==> config.mk <==
export PLATFORM = sky130hd
export DESIGN_NAME = fetch_stage_flat
export DESIGN_NICKNAME = d
export VERILOG_FILES = /design/src/rtl/fetch_pkg.sv /design/src/rtl/fetch_stage_if.sv /design/src/rtl/fetch_stage_mux4.sv /design/src/rtl/fetch_stage.sv /design/src/flat_wrapper.sv
export SDC_FILE = /design/constraint.sdc
export NUM_CORES = 1
export LEC_CHECK = 0
export ABC_AREA = 1
export BUFFER_PORTS_ARGS = -buffer_cell sky130_fd_sc_hd__buf_2
export CAP_MARGIN = 30
export CELL_PAD_IN_SITES_DETAIL_PLACEMENT = 2
export CELL_PAD_IN_SITES_GLOBAL_PLACEMENT = 2
export CORE_MARGIN = 2
export CORE_UTILIZATION = 28
export CTS_BUF_LIST = sky130_fd_sc_hd__clkbuf_8
export DETAILED_ROUTE_END_ITERATION = 10
export GPL_TIMING_DRIVEN = 0
export PLACE_DENSITY_LB_ADDON = 0.12
export SYNTH_ARGS = -nofsm -noshare
export SYNTH_HDL_FRONTEND = slang
export SYNTH_SLANG_ARGS = --single-unit
==> constraint.sdc <==
create_clock -name clk -period 2 [get_ports clk]
set_clock_uncertainty 0.1 [all_clocks]
set_input_delay 0.2 -clock clk [delete_from_list [all_inputs] [get_ports clk]]
set_output_delay 0.2 -clock clk [all_outputs]
set_load 0.02 [all_outputs]
==> src/rtl/fetch_pkg.sv <==
// Shared encodings for the instruction-fetch stage: next-PC select codes,
// fetch FSM states and the redirect priority encoder.
package fetch_pkg;

    localparam logic [1:0] NPC_SEQ = 2'd0;
    localparam logic [1:0] NPC_BR  = 2'd1;
    localparam logic [1:0] NPC_J   = 2'd2;
    localparam logic [1:0] NPC_JR  = 2'd3;

    typedef enum logic [1:0] {
        IDLE = 2'd0,
        REQ  = 2'd1,
        WAIT = 2'd2,
        HOLD = 2'd3
    } fetch_state_e;

    // Register jump outranks direct jump, which outranks a taken branch.
    function automatic logic [1:0] npc_select(input logic br_taken,
                                              input logic jmp,
                                              input logic jr);
        if (jr)            return NPC_JR;
        else if (jmp)      return NPC_J;
        else if (br_taken) return NPC_BR;
        else               return NPC_SEQ;
    endfunction

endpackage

==> src/rtl/fetch_stage_if.sv <==
// Instruction-memory read port: single outstanding request, response
// qualified by imem_valid.
interface fetch_stage_if #(parameter int W = 32);

    logic          imem_req;
    logic [W-1:0]  imem_addr;
    logic          imem_valid;
    logic [31:0]   imem_rdata;

    modport master (
        output imem_req,
        output imem_addr,
        input  imem_valid,
        input  imem_rdata
    );

    modport slave (
        input  imem_req,
        input  imem_addr,
        output imem_valid,
        output imem_rdata
    );

endinterface

==> src/rtl/fetch_stage_mux4.sv <==
// Four-way next-PC selector: sequential, branch, direct jump, register jump.
module mux4
    import fetch_pkg::*;
#(
    parameter int W = 32
) (
    input  logic [1:0]   sel,
    input  logic [W-1:0] in0,
    input  logic [W-1:0] in1,
    input  logic [W-1:0] in2,
    input  logic [W-1:0] in3,
    output logic [W-1:0] out
);

    always_comb begin
        out = in0;
        case (sel)
            NPC_BR:  out = in1;
            NPC_J:   out = in2;
            NPC_JR:  out = in3;
            default: out = in0;
        endcase
    end

endmodule

==> src/rtl/fetch_stage.sv <==
// Instruction-fetch stage: owns the PC, keeps one imem read in flight and
// fills the IF/ID register, honouring decode stall and EX redirects.
module fetch_stage
    import fetch_pkg::*;
#(
    parameter int           W        = 32,
    parameter logic [W-1:0] RESET_PC = '0
) (
    input  logic          clk,
    input  logic          rst_n,
    input  logic          stall,
    input  logic          br_taken,
    input  logic          jmp,
    input  logic          jr,
    input  logic [W-1:0]  br_target,
    input  logic [W-1:0]  j_target,
    input  logic [W-1:0]  jr_target,
    fetch_stage_if.master imem,
    output logic [W-1:0]  pc,
    output logic          ifid_valid,
    output logic [31:0]   ifid_instr,
    output logic [W-1:0]  ifid_pc4
);

    fetch_state_e state_q, state_d;
    logic [W-1:0] pc_q, pc_d;
    logic         ifid_valid_q, ifid_valid_d;
    logic [31:0]  ifid_instr_q, ifid_instr_d;
    logic [W-1:0] ifid_pc4_q, ifid_pc4_d;
    logic [31:0]  hold_buf_q, hold_buf_d;
    logic         drop_q, drop_d;

    logic         redirect;
    logic [1:0]   npc_sel;
    logic [W-1:0] pc_plus4;
    logic [W-1:0] npc;

    assign redirect = br_taken | jmp | jr;
    assign npc_sel  = npc_select(br_taken, jmp, jr);
    assign pc_plus4 = pc_q + W'(4);

    mux4 #(.W(W)) u_npc_mux (
        .sel (npc_sel),
        .in0 (pc_plus4),
        .in1 (br_target),
        .in2 (j_target),
        .in3 (jr_target),
        .out (npc)
    );

    always_comb begin
        state_d      = state_q;
        pc_d         = pc_q;
        ifid_valid_d = ifid_valid_q;
        ifid_instr_d = ifid_instr_q;
        ifid_pc4_d   = ifid_pc4_q;
        hold_buf_d   = hold_buf_q;
        drop_d       = drop_q;

        // Decode consumes the current IF/ID entry whenever it is not stalled.
        if (!stall) ifid_valid_d = 1'b0;

        case (state_q)
            IDLE: state_d = REQ;
            REQ: begin
                if (redirect) begin
                    ifid_valid_d = 1'b0;
                    pc_d         = npc;
                end else begin
                    state_d = WAIT;
                end
            end
            WAIT: begin
                if (redirect) begin
                    ifid_valid_d = 1'b0;
                    pc_d         = npc;
                    if (imem.imem_valid) begin
                        drop_d  = 1'b0;
                        state_d = REQ;
                    end else begin
                        drop_d  = 1'b1;
                    end
                end else if (imem.imem_valid) begin
                    state_d = REQ;
                    if (drop_q) begin
                        drop_d = 1'b0;
                    end else if (!stall) begin
                        ifid_valid_d = 1'b1;
                        ifid_instr_d = imem.imem_rdata;
                        ifid_pc4_d   = pc_plus4;
                        pc_d         = npc;
                    end else begin
                        hold_buf_d = imem.imem_rdata;
                        state_d    = HOLD;
                    end
                end
            end
            HOLD: begin
                // A redirect abandons the buffered word; leaving HOLD discards it.
                if (redirect) begin
                    ifid_valid_d = 1'b0;
                    pc_d         = npc;
                    state_d      = REQ;
                end else if (!stall) begin
                    ifid_valid_d = 1'b1;
                    ifid_instr_d = hold_buf_q;
                    ifid_pc4_d   = pc_plus4;
                    pc_d         = npc;
                    state_d      = REQ;
                end
            end
            default: state_d = IDLE;
        endcase
    end

    always_ff @(posedge clk or negedge rst_n) begin
        if (!rst_n) begin
            state_q      <= IDLE;
            pc_q         <= RESET_PC;
            ifid_valid_q <= 1'b0;
            ifid_instr_q <= '0;
            ifid_pc4_q   <= '0;
            hold_buf_q   <= '0;
            drop_q       <= 1'b0;
        end else begin
            state_q      <= state_d;
            pc_q         <= pc_d;
            ifid_valid_q <= ifid_valid_d;
            ifid_instr_q <= ifid_instr_d;
            ifid_pc4_q   <= ifid_pc4_d;
            hold_buf_q   <= hold_buf_d;
            drop_q       <= drop_d;
        end
    end

    assign imem.imem_req  = (state_q == REQ);
    assign imem.imem_addr = pc_q;
    assign pc             = pc_q;
    assign ifid_valid     = ifid_valid_q;
    assign ifid_instr     = ifid_instr_q;
    assign ifid_pc4       = ifid_pc4_q;

endmodule

==> src/flat_wrapper.sv <==
// flat-port wrapper written by rule: the top's interface ports become plain ports
module fetch_stage_flat import fetch_pkg::*;
#(
    parameter int           W        = 32,
    parameter logic [W-1:0] RESET_PC = '0
)
  (clk, rst_n, stall, br_taken, jmp, jr, br_target, j_target, jr_target, pc, ifid_valid, ifid_instr, ifid_pc4, imem_imem_req, imem_imem_addr, imem_imem_valid, imem_imem_rdata);
  fetch_stage_if #(.W(W)) imem_i ();
  input  logic clk;
  input  logic rst_n;
  input  logic stall;
  input  logic br_taken;
  input  logic jmp;
  input  logic jr;
  input  logic [W-1:0] br_target;
  input  logic [W-1:0] j_target;
  input  logic [W-1:0] jr_target;
  output logic [W-1:0] pc;
  output logic ifid_valid;
  output logic [31:0] ifid_instr;
  output logic [W-1:0] ifid_pc4;
  output wire logic [$bits(imem_i.imem_req)-1:0] imem_imem_req;
  output wire logic [$bits(imem_i.imem_addr)-1:0] imem_imem_addr;
  input wire logic [$bits(imem_i.imem_valid)-1:0] imem_imem_valid;
  input wire logic [$bits(imem_i.imem_rdata)-1:0] imem_imem_rdata;
  assign imem_imem_req = imem_i.imem_req;
  assign imem_imem_addr = imem_i.imem_addr;
  assign imem_i.imem_valid = imem_imem_valid;
  assign imem_i.imem_rdata = imem_imem_rdata;
  fetch_stage #(.W(W), .RESET_PC(RESET_PC)) u_core (.clk(clk), .rst_n(rst_n), .stall(stall), .br_taken(br_taken), .jmp(jmp), .jr(jr), .br_target(br_target), .j_target(j_target), .jr_target(jr_target), .imem(imem_i), .pc(pc), .ifid_valid(ifid_valid), .ifid_instr(ifid_instr), .ifid_pc4(ifid_pc4));
endmodule
## Word-level counts from Yosys, hierarchy flattened

Index checks and enable logic that the tools add are counted.
Widths: inputs -> output; s select.

| word-level totals | value |
|---|---|
| ROM bits | 0 |
| word-level logic and storage cells | 83 |
| memories kept | 0 |
| bits in latches | 0 |
| register bits after elaboration | 132 |
| RAM bits | 0 |
| bits of input ports | 135 |

| cells by class | value |
|---|---|
| equality and inequality tests | 17 |
| divide/modulo/power cells | 0 |
| reduce and logical (&&, ||, !) cells | 10 |
| multiply operators | 0 |
| $lt $le $gt $ge | 0 |
| shifts and indexed selects | 0 |
| $add $sub $neg | 1 |
| bitwise gates (word level) | 4 |
| multiplexer cells | 44 |

Operators by type and width:

| operator | count |
|---|---|
| $mux 32 | 17 |
| $pmux 32 s3 | 2 |
| $pmux 32 s2 | 2 |
| $add 32x3->32 const B | 1 |
| $mux 2 | 10 |
| $ne 2x2->1 const B | 7 |
| $mux 1 | 11 |
| $reduce_and 5->1 | 2 |
| $eq 2x2->1 const B | 4 |
| $pmux 2 s4 | 1 |
| $reduce_and 7->1 | 1 |
| $ne 3x2->1 const B | 2 |
| $eq 2x1->1 const B | 2 |
| $reduce_and 4->1 | 1 |
| $reduce_bool 2->1 | 2 |
| $ne 3x3->1 const B | 1 |
| $pmux 1 s3 | 1 |
| $reduce_and 3->1 | 1 |
| $reduce_bool 3->1 | 1 |
| $logic_not 2->1 | 1 |
| $ne 2x1->1 const B | 1 |
| $not 1->1 | 2 |
| $or 1x1->1 | 2 |
| $reduce_and 2->1 | 1 |

## Depth between registers and ports, before layout

Gate-level depths: netlist of run 1.

| depth | value |
|---|---|
| depth in word-level cells | 10 |
| depth in mapped cells | 11 |

## Modules after synthesis

From an unflattened synthesis of run 1, not the netlist that was laid out.

| second synthesis, totals | value |
|---|---|
| cell total of the unflattened synthesis | 1044 |
| area total of the unflattened synthesis | 7737.4 µm² |

By module, submodules not included:

| module | cells each | area each (µm²) | times used | seq. area each (µm²) |
|---|---|---|---|---|
| fetch_stage | 858 | 6658.9 | 1 | 3303.2 |
| mux4 | 186 | 1078.5 | 1 | 0.0 |

## Worst setup path after synthesis of run 1

Ideal clock, no wire load.

| path | value |
|---|---|
| kind | flip-flop to flip-flop |
| start | reg u_core.pc_q[2] (netlist: u_core.imem.imem_addr[2]) |
| end | reg u_core.pc_q[26] (netlist: u_core.imem.imem_addr[26]) |
| stages on the path, launching flop included | 11 |
| library setup time | 0.117 ns |
| data required time | 1.783 ns |
| clock period less this slack | 1.813 ns |
| arrival time | 1.596 ns |
| buffers on the path | 0 |
| path slack | 0.187 ns |
| cells stage by stage | dfrtp_1 ha_1 nand2_1 nor2_1 nand2_1 nor2_1 nand2_1 nand2_1 nand3_1 nand2_1 nand2_1 |

| on the way | value |
|---|---|
| cells in the longest elaborated chain, start to end | 7 |
| elaborated cells on any way between the ends | 9 |
| classes of those cells | add/sub (1); mux (8) |

Ends and longest elaborated chain:

| what | line | text |
|---|---|---|
| from (decl) | fetch_stage.sv:26 | `logic [W-1:0] pc_q, pc_d;` |
| from (signal assigned) | fetch_stage.sv:127 | `pc_q <= pc_d;` |
| $add 32x3->32 * | fetch_stage.sv:40 | `assign pc_plus4 = pc_q + W'(4);` |
| $pmux 32 s3 * | fetch_stage_mux4.sv:17 | `case (sel)` |
| $mux 32 | fetch_stage.sv:87, fetch_stage.sv:104 |  |
| $mux 32 | fetch_stage.sv:85 | `if (drop_q) begin` |
| $mux 32 | fetch_stage.sv:83 | `end else if (imem.imem_valid) begin` |
| $mux 32 | fetch_stage.sv:74 | `if (redirect) begin` |
| $pmux 32 s3 * | fetch_stage.sv:63 | `case (state_q)` |

Mark *: on every way between the ends. The rest lies on a longest branch, timed or not. The select of a mux whose other input is x is not followed.
A chain may end at the register's enable or synchronous reset.

## Worst setup path in the final report of run 1

| path | value |
|---|---|
| start | reg u_core.state_q[0] |
| end | reg u_core.ifid_pc4_q[4] (netlist: u_core.ifid_pc4[4]) |

| on the way | value |
|---|---|
| cells in the longest elaborated chain, start to end | 3 |
| elaborated cells on any way between the ends | 9 |
| classes of those cells | eq/ne (6); mux (1); reduce/logical (2) |

Ends and longest elaborated chain:

| what | line | text |
|---|---|---|
| from (decl) | fetch_stage.sv:25 | `fetch_state_e state_q, state_d;` |
| from (signal assigned) | fetch_stage.sv:126 | `state_q <= state_d;` |
| $eq 2x2->1 | fetch_stage.sv:63 |  |
| $ne 2x2->1 (no source line) or $reduce_bool 2->1 (tied branches) | -- |  |
| $reduce_and 5->1 (no source line) | -- |  |
| to (signal assigned) | fetch_stage.sv:130 | `ifid_pc4_q <= ifid_pc4_d;` |
| to (decl) | fetch_stage.sv:29 | `logic [W-1:0] ifid_pc4_q, ifid_pc4_d;` |

Parallel ways exist; a longest one is shown, timed or not.

==> impl_metrics.tcl, run 1 <==
set metrics [dict create \
    status "finished, violations left" \
    violations "negative hold slack" \
    stdcell_area_um2 10610 \
    multi_input_area_um2 3520 \
    regToRegSetupSlack_ns 0.13 \
    ys_warn_count 0 \
    grt_first_pass_wirelength_um 51680 \
    holdCritPathClass "in2reg" \
    gp_congestion 0.7937 \
    drt-initial-drc-count 317 \
    postSynthCellCount 1038 \
    track_usage_pct 24.03 \
    r2r_cells 8 \
    synthDistinctLibCells 28 \
    powerDensity_nw_per_um2 1358 \
    min_path_cells 3 \
    hold_viol_final 1 \
    synth-main-ff-cell "dfrtp_1" \
    ys_seq_elements 132 \
    r2r_start "u_core.state_q[0]" \
    seq_area_frac_synth_pct 44.02 \
    worstMarginPinSlew_ns 0.7723 \
    whs_endpoint "u_core.imem.imem_addr[1]" \
    die_x_um 167.7 \
    synth_top_cell_by_area "dfrtp_1" \
    drc 0 \
    netlist_area_um2 7503 \
    placed_cell_area_um2 9273 \
    io_pins 265 \
    setup_viol 0 \
    die_h_um 167.7 \
    start_util_pct 28.63 \
    rsz0062_at_grt "false" \
    synthTopCellsByArea "dfrtp_1 (44%), nand2_1 (21%), nor2_1 (4.9%), buf_4 (4.2%), inv_1 (4.0%)" \
    fin_crit_ns 1.873 \
    antenna_found_initial 3 \
    wire_per_inst_um 19.06 \
    htreeDepth 4 \
    drv_slew 0 \
    worst_slew_margin_rel_pct 48.51 \
    syn_to_final_growth_pct 41.34 \
    nets 1528 \
    timing.hold.ws_ns -0.06283 \
    synth-edff-count 0 \
    post-route-period-util_pct 93.64 \
    critPathArrivalTime_ns 2.14 \
    num_vias 8213 \
    clk_path_buf_depth 2 \
    fin_ws_ns 0.1272 \
    path_max_fanout 10 \
    fillers 3124 \
    clock_latency_ns 0.47 \
    core_area_um2 26210 \
    clock.fmax_ghz 0.5340 \
    crit_required_ns 2.27 \
    ant_nets 0 \
    detail_route.wirelength_um 33130 \
    worstHoldStart "jr_target[1]" \
    die_area_um2 28120 \
    synth_fp_nets 1179 \
    dpl.hpwl_um 24670 \
    r2r-end "u_core.ifid_pc4[4]" \
    drt_pass1_iterations 4 \
    rows 59 \
    cts_tree "yes" \
    dp_slack_ns -0.4420 \
    drive_gt1_share_pct 32.50 \
    peakVddDrop_v 0.0005522 \
    clkSlewWorstSetupHoldPaths_ns 0.10 \
    grt_pass1_vias 8976 \
    endpoint_kind "register" \
    leakagePower_uw 0.005547 \
    clockRootBuffer "clkbuf_8" \
    numPortBuffers 263 \
    cts.sinks 132 \
    synth_top_area_share_pct 44.02 \
    async_flop_share_pct 100.0 \
    via_per_inst 4.726 \
    cts_buffers 17 \
    syn_area_per_cell_um2 7.229 \
    maxCapViolCount 0 \
    gr-total-overflow 0 \
    critPathKind "reg2reg" \
    seq_area_um2 3311 \
    start_kind "register" \
    grt_max_degree 68 \
]
[layout make-up]
class                           instances  share of cell area [%]
Multi-Input combinational cell        740                   33.19
Sequential cell                       132                   31.22
Timing Repair Buffer                  331                   18.96
Buffer                                 82                   6.076
Tap cell                              335                   3.952
Inverter                               83                   2.985
Clock buffer                           17                   2.206
Clock inverter                         15                   1.345
Antenna cell                            3                 0.07079
[synthesized netlist by cell type (2+ instances only)]
cell type and n:
dfrtp_1 132, buf_6 7, o21ai_1 4, nand2_1 415, o21ai_2 32, o21ai_0 32
inv_2 4, a31oi_1 43, inv_1 79, nor2_1 97, nand4_1 4, nand3b_1 2
nand3_1 48, buf_4 42, clkbuf_1 19, buf_2 15, a21oi_1 41, ha_1 6
xor2_1 7
[metrics by stage]
stage	total power, µW	hold slack, ns	TNS [ns]	utilization, %	std cells
6_report	14400	-0.06283	0	40.47	1738
4_1_cts	14250	0.00003803	-0.05875	39.60	1729
2_1_floorplan	8849	-0.1956	0	-	1038
5_1_grt	15460	0.02012	0	40.45	1736
3_5_place_dp	11630	0.1663	-29.90	35.38	1637
3_3_place_gp	11400	0.2959	-223.62	35.25	1636
[worst max path at each step]
stage | from | endpoint | slack (ns) | cells after the start
after floorplan | u_core.imem.imem_addr[2] | u_core.imem.imem_addr[26] | 0.19 | 10
after global placement | rst_n | u_core.ifid_instr[8] | -1.54 | 1
after detailed placement | u_core.imem.imem_addr[2] | u_core.imem.imem_addr[22] | -0.44 | 10
after CTS | u_core.imem.imem_addr[4] | u_core.imem.imem_addr[25] | -0.03 | 9
after global routing | u_core.imem.imem_addr[11] | u_core.imem.imem_addr[22] | 0.01 | 9
final | u_core.state_q[0] | u_core.ifid_pc4[4] | 0.13 | 8
[placed cells by master, fill, tap and decap left out, types with 2 or more instances in the layout]
cell,n
nand2_1,410
buf_2,268
dfrtp_1,126
nor2_1,86
inv_1,76
dlygate4sd3_1,58
buf_4,48
nand3_1,48
a31oi_1,43
o21ai_2,33
a21oi_1,31
o21ai_0,30
clkbuf_8,17
buf_6,14
clkbuf_1,12
a21oi_2,9
inv_2,7
xor2_1,7
inv_6,7
nor2_2,6
nor2_4,6
dfrtp_2,6
o21ai_1,5
nand4_1,4
diode_2,3
nand2_2,3
nand2_4,3
buf_12,3
clkbuf_4,3
buf_8,3
clkbuf_2,3
ha_4,3
ha_1,3
clkinvlp_4,3
clkinv_4,2
nand3b_1,2
[metal layers]
| layer | GRT usage, % | vias up | share of wire (%) |
|---|---|---|---|
| met5 | 0 | - | 0 |
| li1 | - | 3948 | - |
| met3 | 4.940 | 31 | 4.5 |
| met2 | 44.99 | 176 | 52 |
| met1 | 28.22 | 4058 | 42 |
| met4 | 5.180 | 0 | 1.5 |
[timing repair]
item	in CTS	in global routing
hold endpoints to repair	150	1
hold buffers	58	1
buffers inserted	3	6
pin swaps	2	6
cloned	0	0
resized for setup	41	59
endpoints found under the setup margin	94	93
[power breakdown]
group          internal [µW]  leakage [µW]  total (µW)  switching (µW)
logic                   2700       0.00367        7240            4540
registers               3710       0.00169        4840            1130
clock network           1010      0.000188        2330            1310
[sequential cells by signal, summed over array words and instances (netlist names)]
name	flops
u_core.ifid_instr	32
u_core.ifid_pc4	32
u_core.hold_buf_q	32
u_core.ifid_valid	1
u_core.imem.imem_addr	32
u_core.drop_q	1
u_core.state_q	2
[cells by family (layout without fill, tap and decap cells)]
| kind of cell | count (synthesis) | after routing | synth area share [%] |
|---|---|---|---|
| AND/OR/NAND/NOR | 573 | 573 | 30.13 |
| buffers and inverters | 166 | 528 | 11.36 |
| AO/OA/AOI/OAI | 154 | 154 | 12.67 |
| flip-flops | 132 | 132 | 44.02 |
| XOR/XNOR | 7 | 7 | 0.8171 |
| adder cells (fa/ha/maj) | 6 | 6 | 1.000 |
| other | 0 | 3 | 0 |
[worst max-delay path: stages, from the launching register on]
cell and delay [ns]:
dfrtp_1 0.42, buf_4 0.14, ha_4 0.20, nor2_2 0.05, nor2_2 0.17, nand2_4 0.11
buf_4 0.15, clkbuf_4 0.20, o21ai_0 0.21
Power figures use the tool's default switching activity.
==> run 2, diff against run 1 <==
--- a/config.mk
+++ b/config.mk
@@ -13,9 +13,11 @@
 export CORE_MARGIN = 2
 export CORE_UTILIZATION = 28
 export CTS_BUF_LIST = sky130_fd_sc_hd__clkbuf_8
+export CTS_CLUSTER_DIAMETER = 80
 export DETAILED_ROUTE_END_ITERATION = 10
 export GPL_TIMING_DRIVEN = 0
 export PLACE_DENSITY_LB_ADDON = 0.12
+export RECOVER_POWER = 100
 export SYNTH_ARGS = -nofsm -noshare
 export SYNTH_HDL_FRONTEND = slang
 export SYNTH_SLANG_ARGS = --single-unit
==> impl_metrics.tcl, run 2 (same netlist as run 1, synthesis figures left out) <==
set metrics [dict create \
    grt_pass1_vias 8976 \
    start_kind "register" \
    setup_viol 0 \
    final_cell_mix "nand2_1 (411), buf_2 (162), dfrtp_1 (127)" \
    die_x_um 167.7 \
    status "finished, violations left" \
    fillers 3196 \
    num_vias 8214 \
    die_area_um2 28120 \
    drive_gt1_share_pct 23.79 \
    htreeDepth 4 \
    hold_viol_final 1 \
    placed_cell_area_um2 9273 \
    antenna_found_initial 3 \
    stdcell_area_um2 10380 \
    multi_input_area_um2 3456 \
    layout_commonest_cell "nand2_1" \
    clockRootBuffer "clkbuf_8" \
    holdCritPathClass "in2reg" \
    io_pins 265 \
    cpMaxStageDelayCell "dfrtp_1" \
    timing.hold.ws_ns -0.06140 \
    cts_buffers 17 \
    grt_first_pass_wirelength_um 51680 \
    critPathKind "reg2reg" \
    violations "negative hold slack" \
    start_util_pct 28.63 \
    gr-total-overflow 0 \
    slowest_delay_ns 0.43 \
    worstPathCellList "buf_4 -> ha_4 -> nor2_2 -> nor2_2 -> nand2_4 -> clkinv_4 -> buf_12 -> buf_12 -> a31oi_1" \
    dpl.hpwl_um 24670 \
    drc 0 \
    dp.cells 1637 \
    nets 1528 \
    clk_path_buf_depth 2 \
    path_max_fanout 10 \
    die_h_um 167.7 \
    cts_tree "yes" \
    tns_ns 0 \
    peakVddDrop_v 0.0005458 \
    fin_cells 1738 \
    clkSlewWorstSetupHoldPaths_ns 0.10 \
    cts.sinks 132 \
    rows 59 \
    leakagePower_uw 0.005158 \
    drv_slew 0 \
    worstMarginPinSlew_ns 1.023 \
    powerDensity_nw_per_um2 1357 \
    clock_latency_ns 0.47 \
    via_per_inst 4.726 \
    track_usage_pct 24.03 \
    ant_nets 0 \
    drt_pass1_iterations 4 \
    clock.fmax_ghz 0.5267 \
    wire_per_inst_um 19.11 \
    endpoint_kind "register" \
    drt-initial-drc-count 351 \
    syn_to_final_growth_pct 38.37 \
    core_area_um2 26210 \
    gp_congestion 0.7937 \
    crit_required_ns 2.26 \
    critPathTopFamily "buffers and inverters" \
    worst_slew_margin_rel_pct 31.82 \
    seq_area_um2 3309 \
    fin_crit_ns 1.899 \
    critPathBufInv 4 \
    post-route-period-util_pct 94.93 \
    detail_route.wirelength_um 33220 \
    critPathArrivalTime_ns 2.15 \
    power_uw 14090 \
    grt_max_degree 68 \
    numPortBuffers 263 \
    maxCapViolCount 0 \
]
-- run 2: cell types whose count changed in the layout (fill, tap and decap cells not counted), moves of 4 or more --
| cell | change |
|---|---|
| clkbuf_2 | +4 |
| buf_4 | -19 |
| buf_6 | -5 |
| buf_2 | -106 |
| clkbuf_1 | +105 |
| clkbuf_4 | +21 |
| o21ai_0 | +12 |
| o21ai_2 | -13 |
-- run 2: cell type report --
cell class	count	area share, %
antenna	3	0.07231
buffer	82	5.989
clock buffer	17	2.254
clock inverter	15	1.374
inverter	83	3.049
multi-input combinational	740	33.28
sequential	132	31.87
tap	335	4.037
timing repair buffer	331	18.06
-- run 2: per-layer routing --
layer	global-route usage [%]	up-vias	part of all wire, %
li1	-	3948	-
met1	28.22	4070	42
met2	44.99	168	52
met3	4.940	28	4.1
met4	5.180	0	1.4
met5	0	-	0
-- run 2: worst min-delay path, delay by kind of cell --
family / cells / cell delay [ns]
AOI/OAI and AO/OA: 2 / 0.18
buffers and inverters: 1 / 0.08
-- run 2: what timing repair did --
item,4_1_cts,5_1_grt
hold buffers,58,1
resized for setup,41,59
endpoints found under the hold margin,150,1
setup endpoints to repair,94,93
buffers inserted,3,6
pin swaps,2,6
-- run 2: final timing paths --
kind | startpoint | endpoint | slack (ns) | cells after the start
max in group asynchronous | rst_n | u_core.hold_buf_q[16] | 0.53 | 3
min reg2reg | u_core.ifid_pc4[19] | u_core.ifid_pc4[19] | 0.38 | 2
max | u_core.state_q[0] | u_core.ifid_pc4[23] | 0.10 | 9
min | jr_target[1] | u_core.imem.imem_addr[1] | -0.06 | 3
max reg2reg | u_core.state_q[0] | u_core.ifid_pc4[23] | 0.10 | 9
min in group asynchronous | rst_n | u_core.ifid_pc4[10] | 0.36 | 2
-- run 2: power breakdown --
part | internal [µW] | switching [µW]
combinational | 2390 | 4530
clock | 1010 | 1300
sequential | 3710 | 1150
-- run 2: through the flow --
stage,util (%),worst slack [ns],hold WS (ns)
5_1_grt,39.60,-0.01606,0.02012
4_1_cts,39.60,-0.03470,0.00003803
2_1_floorplan,-,0.1869,-0.1956
6_report,39.62,0.1014,-0.06140
3_5_place_dp,35.38,-0.4420,0.1663
3_3_place_gp,35.25,-1.540,0.2959
==> run 3, diff against run 2 <==
--- a/config.mk
+++ b/config.mk
@@ -16,7 +16,7 @@
 export CTS_CLUSTER_DIAMETER = 80
 export DETAILED_ROUTE_END_ITERATION = 10
 export GPL_TIMING_DRIVEN = 0
-export PLACE_DENSITY_LB_ADDON = 0.12
+export PLACE_DENSITY_LB_ADDON = 0.1
 export RECOVER_POWER = 100
 export SYNTH_ARGS = -nofsm -noshare
 export SYNTH_HDL_FRONTEND = slang
==> impl_metrics.tcl, run 3 (same netlist as run 1, synthesis figures left out) <==
set metrics [dict create \
    drive_gt1_share_pct 23.47 \
    die_x_um 167.7 \
    syn_to_final_growth_pct 37.47 \
    grt_max_degree 73 \
    nets 1522 \
    grt_pass1_vias 9059 \
    rows 59 \
    powerDensity_nw_per_um2 1362 \
    path_common_cell "nand2_1" \
    grt_first_pass_wirelength_um 51950 \
    dp.cells 1637 \
    fin_ws_ns 0.1031 \
    cts_buffers 17 \
    p_switching_uw 6951 \
    setup_viol 0 \
    post-route-period-util_pct 94.85 \
    wire_per_inst_um 19.20 \
    status "finished clean" \
    endpoint_kind "register" \
    hold_viol_final 0 \
    regToRegSetupSlack_ns 0.10 \
    clock.fmax_ghz 0.5272 \
    gp_congestion 0.8286 \
    core_area_um2 26210 \
    peakVddDrop_v 0.0004806 \
    dpl.hpwl_um 24920 \
    cpMaxStageDelayCell "dfrtp_2" \
    power.share.clock_pct 16.6 \
    via_per_inst 4.751 \
    htreeDepth 4 \
    clk_path_buf_depth 2 \
    start_util_pct 28.63 \
    leakagePower_uw 0.005105 \
    layout_commonest_cell "nand2_1" \
    antenna_found_initial 5 \
    dp_slack_ns -0.4129 \
    worstMarginPinSlew_ns 1.105 \
    critPathKind "reg2reg" \
    track_usage_pct 24.15 \
    worst_slew_margin_rel_pct 26.33 \
    io_pins 265 \
    clkSlewWorstSetupHoldPaths_ns 0.09 \
    clock_latency_ns 0.47 \
    gr-total-overflow 0 \
    drt-initial-drc-count 317 \
    final_cell_mix "nand2_1 (411), buf_2 (161), dfrtp_1 (126)" \
    p_sw_share_pct 49.47 \
    internal_power_uw 7100 \
    slowest_delay_ns 0.42 \
    critPathArrivalTime_ns 2.17 \
    fin_cells 1732 \
    num_vias 8229 \
    worstPathCellList "inv_2 -> ha_4 -> nand2_1 -> nand2_1 -> nor2_2 -> nand2_2 -> inv_4 -> clkbuf_4 -> nor2_1 -> a31oi_1" \
    detail_route.wirelength_um 33250 \
    clockRootBuffer "clkbuf_8" \
    final_util_pct 39.36 \
    ant_nets 0 \
    cts_tree "yes" \
    path_max_fanout 10 \
    drt_pass1_iterations 4 \
    holdCritPathClass "in2reg" \
    combPwrFrac_pct 48.8 \
    start_kind "register" \
    crit_required_ns 2.27 \
    drc 0 \
    p_seq_share_pct 34.6 \
    maxCapViolCount 0 \
    fin_crit_ns 1.897 \
    drv_slew 0 \
    cts.sinks 132 \
    die_h_um 167.7 \
    numPortBuffers 263 \
    die_area_um2 28120 \
]
==> run 3: area by class of cell <==
type	count	area, µm²
buffer	82	611.8
fill	3211	15890
antenna	4	10.01
sequential	132	3311
clock inverter	13	135.1
tap	335	419.2
multi-input combinational	740	3462
inverter	83	314.1
clock buffer	18	247.7
timing repair buffer	325	1804
==> run 3: worst max-delay path: cells and delay by family (launching register included) <==
kind                       cells  cell delay [ns]
adders and majority gates      1             0.18
buffers and inverters          3             0.41
and+or+nand+nor                5             0.52
AOI/OAI and AO/OA              1             0.18
DFF                            1             0.42
==> run 3: metal layers <==
metal,track usage (%),routed length [µm],up-vias
li1,-,-,3941
met1,28.64,13930,4064
met2,44.33,17230,187
met3,5.058,1509,35
met4,6.200,570,2
met5,0,7,-
==> run 3: repair_timing <==
item	4_1_cts	5_1_grt
gates resized for setup	36	54
endpoints found under the setup margin	94	95
buffers inserted	5	1
hold endpoints to repair	151	0
hold buffers	55	0
pin swaps	1	6
==> run 3: power by group through the flow <==
| stage | clock network (µW) | logic (µW) | registers (µW) |
|---|---|---|---|
| 6_report | 2340 | 6860 | 4860 |
| 5_1_grt | 2510 | 7550 | 5040 |
| 4_1_cts | 2420 | 7010 | 4830 |
| 3_5_place_dp | 0 | 6750 | 4890 |
| 3_3_place_gp | 0 | 6560 | 4840 |
| 2_1_floorplan | 0 | 3210 | 5640 |
==> run 3: final timing paths <==
check | end | cells past startpoint | from
worst max register to register | u_core.ifid_pc4[15] | 10 | u_core.state_q[0]
worst min-delay path | u_core.ifid_valid | 4 | stall
worst min register to register | u_core.hold_buf_q[27] | 2 | u_core.hold_buf_q[27]
max in group asynchronous | u_core.ifid_instr[19] | 3 | rst_n
worst max-delay path | u_core.ifid_pc4[15] | 10 | u_core.state_q[0]
min in group asynchronous | u_core.ifid_pc4[9] | 2 | rst_n
==> run 3: per-stage QoR <==
step	instance area (µm²)	TNS [ns]	hold WS [ns]	total power [µW]
floorplan	7503	0	-0.1956	8849
global placement	9239	-226.34	0.2922	11400
detailed placement	9273	-29.08	0.1901	11640
CTS	10340	0	0.001355	14270
global route	10310	-0.008139	0.01649	15100
finish	10310	0	0.02771	14050
